===== src/rtl/uart_tx_fifo_reader.sv =====
// UART transmitter that pops bytes from a FIFO and serialises them as
// start / data (LSB first) / optional parity / stop, timed by 16x s_tick.
module uart_tx_fifo_reader #(
  parameter int data_bits  = 8,
  parameter int sb_ticks   = 16,
  parameter bit parity_en  = 1'b0,
  parameter bit parity_odd = 1'b0
) (
  input  logic       clk,
  input  logic       reset_n,
  input  logic       s_tick,
  input  logic       fifo_empty,
  input  logic [7:0] fifo_data,
  output logic       fifo_rd,
  output logic       tx,
  output logic       tx_busy,
  output logic       tx_done_tick
);

  typedef enum logic [2:0] {
    IDLE,
    START,
    DATA,
    PARITY,
    STOP
  } state_t;

  localparam logic [7:0] DATA_MASK = 8'((1 << data_bits) - 1);
  localparam logic [2:0] N_LAST    = 3'(data_bits - 1);
  localparam logic [4:0] SB_LAST   = 5'(sb_ticks - 1);
  localparam logic [4:0] BIT_LAST  = 5'd15;

  state_t     r_state, w_state_next;
  logic [4:0] r_s, w_s_next;
  logic [2:0] r_n, w_n_next;
  logic [7:0] r_b, w_b_next;
  logic       r_par, w_par_next;
  logic       r_tx, w_tx_next;
  logic       w_pop;
  logic [7:0] w_masked;

  // Pop is gated by reset_n so the FIFO never sees a strobe while held in reset.
  assign w_pop    = (r_state == IDLE) && !fifo_empty && reset_n;
  assign w_masked = fifo_data & DATA_MASK;

  always_ff @(posedge clk or negedge reset_n) begin
    if (!reset_n) begin
      r_state <= IDLE;
      r_s     <= '0;
      r_n     <= '0;
      r_b     <= '0;
      r_par   <= 1'b0;
      r_tx    <= 1'b1;
    end else begin
      r_state <= w_state_next;
      r_s     <= w_s_next;
      r_n     <= w_n_next;
      r_b     <= w_b_next;
      r_par   <= w_par_next;
      r_tx    <= w_tx_next;
    end
  end

  always_comb begin
    w_state_next = r_state;
    w_s_next     = r_s;
    w_n_next     = r_n;
    w_b_next     = r_b;
    w_par_next   = r_par;
    tx_done_tick = 1'b0;

    case (r_state)
      IDLE: begin
        if (w_pop) begin
          w_b_next     = w_masked;
          w_par_next   = (^w_masked) ^ parity_odd;
          w_s_next     = '0;
          w_state_next = START;
        end
      end
      START: begin
        if (s_tick) begin
          if (r_s == BIT_LAST) begin
            w_s_next     = '0;
            w_n_next     = '0;
            w_state_next = DATA;
          end else begin
            w_s_next = r_s + 5'd1;
          end
        end
      end
      DATA: begin
        if (s_tick) begin
          if (r_s == BIT_LAST) begin
            w_s_next = '0;
            w_b_next = r_b >> 1;
            if (r_n == N_LAST) begin
              w_state_next = parity_en ? PARITY : STOP;
            end else begin
              w_n_next = r_n + 3'd1;
            end
          end else begin
            w_s_next = r_s + 5'd1;
          end
        end
      end
      PARITY: begin
        if (s_tick) begin
          if (r_s == BIT_LAST) begin
            w_s_next     = '0;
            w_state_next = STOP;
          end else begin
            w_s_next = r_s + 5'd1;
          end
        end
      end
      STOP: begin
        if (s_tick) begin
          if (r_s == SB_LAST) begin
            w_s_next     = '0;
            tx_done_tick = 1'b1;
            w_state_next = IDLE;
          end else begin
            w_s_next = r_s + 5'd1;
          end
        end
      end
      default: begin
        w_state_next = IDLE;
      end
    endcase

    // Line level is derived from the state being entered so tx changes on the same edge.
    case (w_state_next)
      START:   w_tx_next = 1'b0;
      DATA:    w_tx_next = w_b_next[0];
      PARITY:  w_tx_next = r_par;
      default: w_tx_next = 1'b1;
    endcase
  end

  assign fifo_rd = w_pop;
  assign tx      = r_tx;
  assign tx_busy = (r_state != IDLE) || w_pop;

endmodule

===== config.mk =====
export PLATFORM = sky130hd
export DESIGN_NAME = uart_tx_fifo_reader
export DESIGN_NICKNAME = d
export VERILOG_FILES = /design/src/rtl/uart_tx_fifo_reader.sv
export SDC_FILE = /design/constraint.sdc
export NUM_CORES = 1
export LEC_CHECK = 0
export CAP_MARGIN = 0
export CORE_AREA = 8 8 58 60
export CTS_CLUSTER_DIAMETER = 120
export CTS_CLUSTER_SIZE = 16
export DETAILED_ROUTE_END_ITERATION = 7
export DIE_AREA = 0 0 66 68
export GPL_TIMING_DRIVEN = 0
export HOLD_SLACK_MARGIN = 0.1
export PLACE_DENSITY = 0.73
export SETUP_SLACK_MARGIN = 0.02
export SYNTH_ARGS = -nofsm -noshare
export SYNTH_HDL_FRONTEND = slang
export SYNTH_SLANG_ARGS = --single-unit

===== constraint.sdc =====
create_clock -name clk -period 4.2 [get_ports clk]
set_clock_uncertainty 0.1 [all_clocks]
set_input_delay 0.63 -clock clk [delete_from_list [all_inputs] [get_ports clk]]
set_output_delay 0.63 -clock clk [all_outputs]
set_load 0.005 [all_outputs]

# Word-level counts from Yosys, hierarchy flattened

Cells that the tools add are included.

Register bits after elaboration: 21
Input bits: 12
Output and inout port bits: 4
Logic and storage cells: 69

$add $sub $neg: 2
Equality and inequality tests: 16
Mux-type cells: 29
Reductions and logical operators: 15

Operators with widths:

| operator                                      | number |
|---|---|
| 2-to-1 mux 3 bit                              | 15 |
| 2-to-1 mux 8 bit                              | 3 |
| one-hot mux 8 bit (2 select lines)            | 1 |
| 2-to-1 mux 5 bit                              | 3 |
| one-hot mux 3 bit (5 select lines)            | 1 |
| == test 3 x 2 -> 1 bit, second input constant | 4 |
| != test 2 bit, second input constant          | 6 |
| one-hot mux 5 bit (2 select lines)            | 1 |
| parity 8 bit                                  | 1 |
| == test 3 x 1 -> 1 bit, second input constant | 2 |
| == test 3 bit, second input constant          | 2 |
| one-hot mux 3 bit (2 select lines)            | 1 |
| AND reduction 6 bit                           | 1 |
| nonzero test 2 bit                            | 3 |
| adder 5 x 1 -> 5 bit, second input constant   | 1 |
| == test 5 x 4 -> 1 bit, second input constant | 1 |
| AND reduction 4 bit                           | 1 |
| OR reduction 4 bit                            | 1 |
| adder 3 x 1 -> 3 bit, second input constant   | 1 |
| zero test 3 bit                               | 1 |
| 2-to-1 mux 1 bit                              | 3 |
| one-hot mux 1 bit (3 select lines)            | 1 |
| AND reduction 3 bit                           | 1 |
| nonzero test 3 bit                            | 1 |
| 5 further kinds                               | 6 |

# Longest topological paths before layout

Gate-level depths: netlist of the first run.

Depth in word-level cells: 7
Gate-level depth with buffers: 7
Depth with buffers taken out: 6

# Worst setup path after synthesis of the first run

No wires, ideal clock.

Path type: input-to-output
Start point: input fifo_empty
End point: output fifo_rd
Data arrival time: 1,414 ps
Required time: 3,470 ps
Path slack: 2,056 ps
Cell stages on the path: 3
Buffers on the path: 1
Path through: or4b_4 -> nor2_8 -> buf_6

Word-level cells in the longest chain between the ends: 3

Ends and longest elaborated chain:

| element                        | RTL line | source |
|---|---|---|
| start, declared                | 12       | `input logic fifo_empty,` |
| zero test 1 bit                | 43       | `assign w_pop = (r_state == IDLE) && !fifo_empty && reset_n;` |
| logical AND 1 bit (2 in a row) | 43       |  |
| end, declared                  | 14       | `output logic fifo_rd,` |

Every way passes these cells.

# Worst setup path after layout of the first run

Start point: input reset_n
End point: output fifo_rd

Word-level cells in the longest chain between the ends: 1

Ends and longest elaborated chain:

| element           | RTL line | source |
|---|---|---|
| start, declared   | 10       | `input logic reset_n,` |
| logical AND 1 bit | 43       |  |

Every way passes these cells.

==> reports/qor.csv, run 1 <==
stage;metric;value;unit
global_route;antenna_violations_before_repair;0;
worst_hold_path;min_path_type;register to register;
final_layout;finalInstanceArea;0.00142;mm2
timing;period_needed;3.90;ns
worst_setup_path;worst_setup_path_end_kind;primary output;
floorplanning;fp.dieW;66;um
worst_setup_path;critical_path_required;3.47;ns
run_status;status;finished clean;
worst_setup_path;cp.depth;5;
clock_network;num_clock_sinks;21;
yosys;prevailing_post_synth_register_cell;dfrtp_1;
placement;gpl.final_weighted_congestion;0.864;
worst_hold_path;whs_path_depth;1;
power_and_ir_drop;leak_pwr;0.640;nW
yosys;synth_largest_area_cell;dfrtp_1;
drt;drt_first_iter_violations;28;
timing;hold_viol;0;
drt;post-route-drc-count;0;
power_and_ir_drop;pwr_density_cell;458;mW/mm2
timing;hold_slack;0.397;ns
timing;timing.slew.headroom;33.4;%
yosys;yosys_register_bits;21;
yosys;yosys.cell_types.count;39;
job;max-cap-violations;0;
final_layout;finalNetCount;147;
placement;placed_cell_area;0.00140;mm2
worst_setup_path;path_max_fanout;23;
timing;final-max-slew-violation-count;0;
timing;timing_worst_slew_pin_value;0.996;ns
yosys;syn_area_per_cell;10.8;um2
global_route;grt_first_pass_wirelength;4.15;mm
global_route;largest_net_degree_at_the_start_of_global_routing;24;
clock_network;post_cts_buffers;0;
timing;setup_tns;0;ns
clock_network;tritoncts_clock_tree;yes;
floorplanning;floorplan.initialDensity;47.0;%
yosys;number_of_synthesized_flops_with_an_enable_pin;0;
worst_setup_path;worstSetupStartpointType;input pin;
drt;final_routed_wire_length_divided_by_cell_count;14.7;um
power_and_ir_drop;ir_worst_vdd;0.314;mV
drt;antenna_left;0;
worst_setup_path;crit_family;buffers and inverters;
floorplanning;placementRows;19;
global_route;vias_in_the_first_global_route;972;
timing;setup_viol_count_final;0;
floorplanning;design.portCount;16;
yosys;sequential_share_of_the_synthesized_area;43.7;%
clock_network;clk_transition_reported_paths;0.12;ns
clock_network;cts_root_buf;clkbuf_4;
final_layout;drive_above_1_share;13.7;%
clock_network;cts_hold_buffers;0;
drt;totalWireLength;2.38;mm
yosys;synthesis.instances;112;
timing;post-route-period-util;92.8;%
floorplanning;die_area;0.00449;mm2
floorplanning;dieHeight;68;um
yosys;ys_warn_count;0;
worst_setup_path;timing.reg2reg.worst_path_depth;7;
yosys;mappedNetlistArea;0.00121;mm2
yosys;netlist.area_leader.share;41.5;%
clock_network;numCtsBuffers;3;
final_layout;num_antenna_cells;0;
drt;vias_per_cell;5.86;
placement;buffer_ports.inserted;15;
clock_network;cts-resized-gates;0;
worst_setup_path;timing.critical_path.arrival;3.17;ns
final_layout;flow.area_growth_from_synthesis;17.9;%
clock_network;ctsLongestPathBuffers;2;
worst_setup_path;cpMostUsedCell;clkdlybuf4s50_1;
worst_setup_path;cp_slowest_stage_delay;1.12;ns
worst_setup_path;path_buf_inv;3;
worst_setup_path;cp_slowest_cell;clkdlybuf4s50_1;
final_layout;layout_commonest_cell;dfrtp_1;
global_route;total_global_route_track_usage;11.7;%
clock_network;clk-insertion-delay-late;0.31;ns
final_layout;most-common-layout-cells;dfrtp_1 (20), clkdlybuf4s50_1 (15), xnor2_1 (9), a22o_1 (9), nor2_1 (7);
yosys;netlist_top_cells_area;dfrtp_1 (41%), a22o_1 (6.5%), xnor2_1 (6.5%);
drt;routed-via-count;949;
timing;grt_setup_unrepaired;false;
floorplanning;core_area;0.00257;mm2
timing;maxClockFrequency;257;MHz
clock_network;cts_max_level;1;
placement;detailed_place_hpwl;1.75;mm
yosys;synth_fp_nets;127;
worst_setup_path;crit_chain;clkdlybuf4s50_1, or4b_4, nor2_8, buf_6, clkdlybuf4s50_1;
yosys;synthArstFlopShare;100;%
worst_setup_path;criticalPathCategory;input pin to primary output;
global_route;grt.overflow.total;0;
drt;drtPass1Iterations;4;
state kept, by name (all words and copies together) (netlist names):
signal and cells:
r_n 3, r_par 1, tx 1, r_b 8, r_s 5, r_state 3
synth_stat cells (all sizes together), types with 3 or more instances:
cell type,number
nor2b,3
a21oi,4
nand2,6
xnor2,9
o21ai,4
nand3,3
dfrtp,20
inv,4
a22o,9
a21o,6
ha,3
buf,4
nor2,8
layout make-up:
| type | count | area, um2 |
|---|---|---|
| inverter | 4 | 15.0 |
| fill | 246 | 1140 |
| tap | 31 | 38.8 |
| clock buffer | 3 | 22.5 |
| sequential | 21 | 527 |
| clock inverter | 1 | 5.00 |
| buffer | 4 | 26.3 |
| timing repair buffer | 15 | 150 |
| multi-input combinational | 83 | 638 |
final timing paths:
path / start / to / slack, ns
hold / removal: r_b[3] / r_b[3] / 0.40
setup reg to reg: r_s[0] / r_b[7] / 2.11
min in group asynchronous: reset_n / r_s[3] / 0.75
setup / recovery: reset_n / fifo_rd / 0.30
max in group asynchronous: reset_n / r_b[4] / 2.64
hold reg to reg: r_b[3] / r_b[3] / 0.40
cells by family after synthesis:
group,after synthesis,synth area share [%]
AOI/OAI and AO/OA,36,24.6
xor gates and xnor gates,9,6.54
adders and majority gates,3,3.11
buffers and inverters,8,3.42
DFF,21,43.7
muxes,2,1.87
and+or+nand+nor,33,16.8
metal layers:
layer / share of wire, % / wire (um) / up-vias / GRT usage (%)
li1: - / - / 458 / -
met1: 49 / 1160 / 456 / 14.6
met2: 45 / 1060 / 29 / 18.6
met3: 4.9 / 117 / 6 / 2.95
met4: 1.8 / 42 / 0 / 5.60
met5: 0 / 0 / - / 0
power by group:
part           total, mW  switching [mW]  internal [mW]
clock network     0.0984          0.0629         0.0355
logic              0.229           0.104          0.124
registers          0.325          0.0523          0.273
total              0.652           0.219          0.433
through the flow:
stage	total power, mW	setup WS (ns)	std cells	util, %
after CTS	0.658	0.225	162	55.4
final	0.652	0.302	162	55.4
after global routing	0.700	0.0592	162	55.4
after global placement	0.545	0.211	158	54.3
after detailed placement	0.556	0.239	158	54.3
after floorplan	0.485	2.06	112	-
Power figures use the tool's default switching activity.
==> inputs of run 2 (changes only) <==
- clock period: 4.2 -> 4.45 ns (I/O delays scaled with it)
==> results of run 2 <==
The final DEF is identical to that of run 1. Status: finished clean.
Main changes from that run: setup slack after placement 0.239 ns -> 0.414 ns; setup slack after layout 0.302 ns -> 0.477 ns; register-to-register setup slack 2.11 ns -> 2.36 ns; total power 0.652 mW -> 0.616 mW; worst IR drop on VDD 0.314 mV -> 0.296 mV
==> inputs of run 3 (changes only) <==
- DONT_BUFFER_PORTS: not set -> 1
- GPL_ROUTABILITY_DRIVEN: not set -> 1
- PLACE_DENSITY: 0.73 -> not set
- SLEW_MARGIN: not set -> 40
==> reports/qor.csv, run 3 (synthesized netlist as in run 1, its figures left out) <==
stage;metric;value;unit;change
drt;vias_per_cell;5.93;;was 5.86
worst_setup_path;worst_setup_path_end_kind;primary output;;unchanged
floorplanning;die_area;0.00449;mm2;unchanged
final_layout;drive_above_1_share;16.2;%;was 13.7%
worst_setup_path;criticalPathCategory;register to primary output;;was input pin to primary output
global_route;antenna_violations_before_repair;0;;unchanged
worst_setup_path;timing.critical_path.to;fifo_rd;;unchanged
global_route;grt_first_pass_wirelength;4.26;mm;was 4.15 mm
power_and_ir_drop;power_report.internal_total;0.390;mW;was 0.409 mW
final_layout;layout_top_registers;r_b: 8 flops, r_s: 5 flops;;unchanged
placement;gpl.final_weighted_congestion;0.756;;was 0.864
final_layout;finalNonFillerCells;148;;was 162
final_layout;most-common-layout-cells;dfrtp_1 (20), xnor2_1 (9), a22o_1 (9);;was dfrtp_1 (20), clkdlybuf4s50_1 (15), xnor2_1 (9), a22o_1 (9), nor2_1 (7)
floorplanning;fp.dieW;66;um;unchanged
drt;drtPass1Iterations;4;;unchanged
clock_network;post_cts_buffers;0;;unchanged
final_layout;layout_commonest_cell;dfrtp_1;;unchanged
final_layout;largest_reg_flops;8;;unchanged
power_and_ir_drop;power.total;0.593;mW;was 0.616 mW
timing;timing_worst_slew_pin_value;0.483;ns;was 0.996 ns
drt;routed-via-count;877;;was 949
power_and_ir_drop;switching_share;34.3;%;was 33.6%
floorplanning;placementRows;19;;unchanged
clock_network;num_clock_sinks;21;;unchanged
timing;setup_viol_count_final;0;;unchanged
clock_network;cts_max_level;1;;unchanged
global_route;largest_net_degree_at_the_start_of_global_routing;22;;was 24
global_route;vias_in_the_first_global_route;870;;was 972
power_and_ir_drop;pwr_density_cell;464;mW/mm2;was 433 mW/mm2
power_and_ir_drop;ir_worst_vdd;0.277;mV;was 0.296 mV
final_layout;finalInstanceArea;0.00128;mm2;was 0.00142 mm2
worst_setup_path;path_buf_inv;1;;was 3
placement;placed_cells;143;;was 158
worst_hold_path;min_path_type;input pin to asynchronous set/reset pin;;was register to register
final_layout;top_register;r_b;;unchanged
job;max-cap-violations;0;;unchanged
worst_setup_path;worst_r2r_startpoint;r_s[0];;unchanged
timing;maxClockFrequency;405;MHz;was 252 MHz
clock_network;clk_transition_reported_paths;0.13;ns;was 0.12 ns
drt;totalWireLength;2.47;mm;was 2.38 mm
final_layout;finalNetCount;133;;was 147
placement;detailed_place_hpwl;1.84;mm;was 1.75 mm
drt;antenna_left;0;;unchanged
timing;timing.slew.headroom;67.8;%;was 33.4%
worst_setup_path;worstSetupStartpointType;register;;was input pin
placement;buffer_ports.inserted;0;;was 15
global_route;grt.overflow.total;0;;unchanged
clock_network;numCtsBuffers;3;;unchanged
floorplanning;dieHeight;68;um;unchanged
timing;hold_viol;0;;unchanged
worst_setup_path;crit_chain;or4b_4, nor2_8, buf_6;;was clkdlybuf4s50_1, or4b_4, nor2_8, buf_6, clkdlybuf4s50_1
final_layout;flow.area_growth_from_synthesis;5.91;%;was 17.9%
final_layout;num_antenna_cells;0;;unchanged
placement;placed_cell_area;0.00124;mm2;was 0.00140 mm2
power_and_ir_drop;leak_pwr;0.586;nW;was 0.640 nW
worst_setup_path;reg2reg_to;r_b[7];;unchanged
worst_setup_path;reg2reg_setup_slack;2.40;ns;was 2.36 ns
worst_setup_path;cp.depth;3;;was 5
worst_setup_path;cp_slowest_cell;or4b_4;;was clkdlybuf4s50_1
timing;post-route-period-util;55.4;%;was 89.3%
clock_network;tritoncts_clock_tree;yes;;unchanged
clock_network;clk-insertion-delay-late;0.30;ns;was 0.31 ns
drt;final_routed_wire_length_divided_by_cell_count;16.7;um;was 14.7 um
floorplanning;design.portCount;16;;unchanged
worst_setup_path;path_max_fanout;10;;was 23
power_and_ir_drop;comb_power_share;32.1;%;was 35.0%
worst_setup_path;setup.worst_path.start;r_state[1];;was reset_n
worst_setup_path;timing.critical_path.arrival;1.70;ns;was 3.21 ns
drt;drt_first_iter_violations;59;;was 28
drt;post-route-drc-count;0;;unchanged
clock_network;cts_root_buf;clkbuf_4;;unchanged
floorplanning;floorplan.initialDensity;47.0;%;unchanged
power_and_ir_drop;power.net_switching;0.203;mW;was 0.207 mW
clock_network;ctsLongestPathBuffers;2;;unchanged
global_route;total_global_route_track_usage;12.0;%;was 11.7%
worst_setup_path;timing.reg2reg.worst_path_depth;7;;unchanged
run_status;status;finished clean;;unchanged
power_and_ir_drop;power_frac_seq;52.2;%;was 49.9%
timing;period_needed;2.47;ns;was 3.97 ns
timing;grt_setup_unrepaired;false;;unchanged
worst_setup_path;critical_path_required;3.68;ns;about the same
worst_setup_path;crit_family;simple AND/OR/NAND/NOR gates;;was buffers and inverters
timing;hold_slack;0.204;ns;was 0.397 ns
timing;setup_tns;0;ns;unchanged
timing;final-max-slew-violation-count;0;;unchanged
power_and_ir_drop;p_clk_share;15.8;%;was 15.1%
worst_setup_path;cp_slowest_stage_delay;0.63;ns;was 1.12 ns
floorplanning;core_area;0.00257;mm2;unchanged
==> run 3: cell count changes in the layout (fill, tap and decap cells not counted) <==
cell / previous run / this run
clkdlybuf4s50_1: 15 / 0
buf_2: 3 / 4
==> run 3: how the worst min path moves through the flow <==
| stage | depth (start not counted) | endpoint | slack, ns |
|---|---|---|---|
| floorplan | 0 | r_b[0] | 0.27 |
| global placement | 0 | r_s[4] | 0.27 |
| detailed placement | 0 | r_s[4] | 0.27 |
| CTS | 1 | r_b[7] | 0.40 |
| global route | 1 | r_n[0] | 0.23 |
| finish | 1 | r_state[1] | 0.20 |
==> run 3: timing repair <==
item,4_1_cts,5_1_grt
resized for setup,0,0
endpoints found under the hold margin,21,0
hold buffers,1,0
==> run 3: layout make-up <==
class	instances	area, um2
buffer	4	26.3
clock buffer	3	22.5
clock inverter	1	5.00
fill	251	1290
inverter	4	15.0
multi-input combinational	83	638
sequential	21	527
tap	31	38.8
timing repair buffer	1	5.00
==> run 3: worst reg2reg max path, cell delays in order (launching register included) <==
cell,delay [ns]
dfrtp_1,0.42
ha_1,0.26
and4b_1,0.19
buf_2,0.16
and2_0,0.14
buf_2,0.17
nor2_1,0.36
a22o_1,0.20
==> run 3: power by group through the flow <==
stage	registers [mW]	clock network, mW	logic (mW)
finish	0.309	0.0934	0.190
global route	0.318	0.107	0.211
CTS	0.309	0.0961	0.193
detailed placement	0.313	0	0.188
global placement	0.309	0	0.181
floorplan	0.298	0	0.159
==> run 3: per-stage QoR <==
step	util, %	setup WS [ns]
finish	49.8	1.98
floorplan	-	2.23
global route	49.8	1.91
detailed placement	48.5	2.18
global placement	48.5	2.19
CTS	50.0	1.97
==> run 3: layer usage <==
layer	GRT usage (%)	share of wire [%]	wire length, um	vias up
met2	19.5	47	1170	16
met1	15.1	46	1140	431
met5	0	0	0	-
met3	3.76	5.9	146	2
met4	3.20	0.69	17	0
li1	-	-	-	428
==> RTL edit: new RTL, settings of run 2 <==
Encoding of `state_t`: now one-hot (5 bits for 5 states).
--- a/src/rtl/uart_tx_fifo_reader.sv
+++ b/src/rtl/uart_tx_fifo_reader.sv
@@ -17,12 +17,12 @@
   output logic       tx_done_tick
 );
 
-  typedef enum logic [2:0] {
-    IDLE,
-    START,
-    DATA,
-    PARITY,
-    STOP
+  typedef enum logic [4:0] {
+    IDLE   = 5'b00001,
+    START  = 5'b00010,
+    DATA   = 5'b00100,
+    PARITY = 5'b01000,
+    STOP   = 5'b10000
   } state_t;
 
   localparam logic [7:0] DATA_MASK = 8'((1 << data_bits) - 1);
Behaviour: same outputs for any inputs over 10 cycles, from zero or initial values and one cycle with reset_n low; not proved beyond that.
==> RTL edit against run 2 <==
Synthesized area is 16% higher; non-clock buffer count is 3 higher; sequential cell count increased by 2; cell area is 14% higher; worst setup slack improved by 170 ps; wire length grew 33%; global-route usage grew 4.0 points.
Power is not compared: it rests on default switching activity, and its combinational part moved more than twofold at a synthesized area within 25%.
==> RTL edit: results (changes against run 2) <==
Status
  • Status: completed

Drt
  • Routed wl met2: 1490 um (+40%)
  • Met3 wire length: 137 um (+17%)
  • Vias per inst: 6.26 (+6.8%)
  • M1 wire length: 1440 um (+25%)
  • DRT iter0 DRCs: 114 (+310%)
  • Top Metal Used: met4

Yosys
  • Adder-Cell Fraction of Synth Area: 2.68% (-0.43 points)
  • Synthesized Nets: 159 (+25%)
  • Xor-xnor portion of the synthesized cell area: 5.00% (-1.5 points)
  • Complex-gate fraction of the synthesized area: 19.9% (-4.7 points)
  • Top cells by count, synth: 21 x dfrtp_1, 10 x nand3_1, 8 x nand2_1
  • Share of the yosys chip area belonging to registers: 41.3% (-2.4 points)
  • Mean Syn Cell Area: 9.73 um^2 (-9.6%)
  • Post-synth cell types: 47 (+21%)

Placement
  • GP Congestion: 0.853 (-1.3%)
  • DP Worst Slack: 177 ps (-236 ps)

Global route
  • First-pass GRT wire length: 5490 um (+32%)
  • GRT Overall Usage: 15.7% (+4.0 points)
  • GR Layer Usage met3: 3.11% (+0.16 points)
  • Vias in the first global route: 1219 (+25%)
  • Pin count of the biggest net entering global routing: 26 (+8.3%)
  • GR Layer Usage met2: 24.5% (+5.8 points)

Finish
  • Ratio of cells with drive above 1 in the final layout: 9.82% (-3.9 points)
  • Filler instances: 229 (-6.9%)
  • Design area: 0.00162 mm^2 (+14%)
  • Final cell count without fillers: 194 (+20%)
  • Nets: 179 (+22%)

Worst hold path
  • HP Start: r_b[7]
  • Hold Path Sink: r_b[7]

Critical path
  • RR Startpoint: r_state[3]
  • Crit path max fanout: 25 (+8.7%)
  • RR Endpoint: r_par
  • R2R depth: 5 (-2)

Timing
  • Rel. slew slack: 29.2% (-4.2 points)
==> RTL edit: changes by cell type in the layout (fill, tap and decap cells not counted), sizes merged, moves of 5 or more <==
cell | before | now
a22o | 9 | 1
a221o | 0 | 6
nand3 | 3 | 10
nor3 | 2 | 7
==> RTL edit: kinds of logic (layout without fill, tap and decap cells) <==
kind of cell / count (synthesis) / after routing
muxes: 2 / 2
DFF: 23 / 23
adders and majority gates: 3 / 3
AOI/OAI and AO/OA: 35 / 35
and+or+nand+nor: 62 / 62
xor gates and xnor gates: 8 / 8
buffers and inverters: 11 / 30
==> RTL edit: how the worst max path moves through the flow <==
stage               startpoint  slack [ps]  endpoint
floorplan           fifo_empty        2340   fifo_rd
global placement       reset_n         240   fifo_rd
detailed placement     reset_n         180   fifo_rd
CTS                    reset_n         170   fifo_rd
global route           reset_n         300   fifo_rd
finish                 reset_n         650   fifo_rd
==> RTL edit: worst max-delay path: stages <==
cell	delay, ps
dlymetal6s2s_1	780
nand2b_1	150
nor3_1	550
buf_2	340
clkdlybuf4s50_1	540
==> RTL edit: layout make-up <==
cell class / instances / area share, %
buffer: 7 / 2.32
tap: 31 / 2.40
clock buffer: 4 / 1.62
timing repair buffer: 15 / 9.43
sequential: 23 / 35.7
inverter: 4 / 0.927
multi-input combinational: 110 / 47.6
==> RTL edit: what timing repair did <==
action | 4_1_cts | 5_1_grt
endpoints found under the hold margin | 0 | 0
gates resized for setup | 0 | 1
setup buffers | 0 | 0
setup endpoints to repair | 0 | 1
==> RTL edit: report_power, final <==
| group | leakage (uW) | switching, uW | internal [uW] |
|---|---|---|---|
| clock | 0.0000150 | 61.3 | 35.0 |
| combinational | 0.000360 | 46.6 | 49.6 |
| sequential | 0.000303 | 11.7 | 233 |
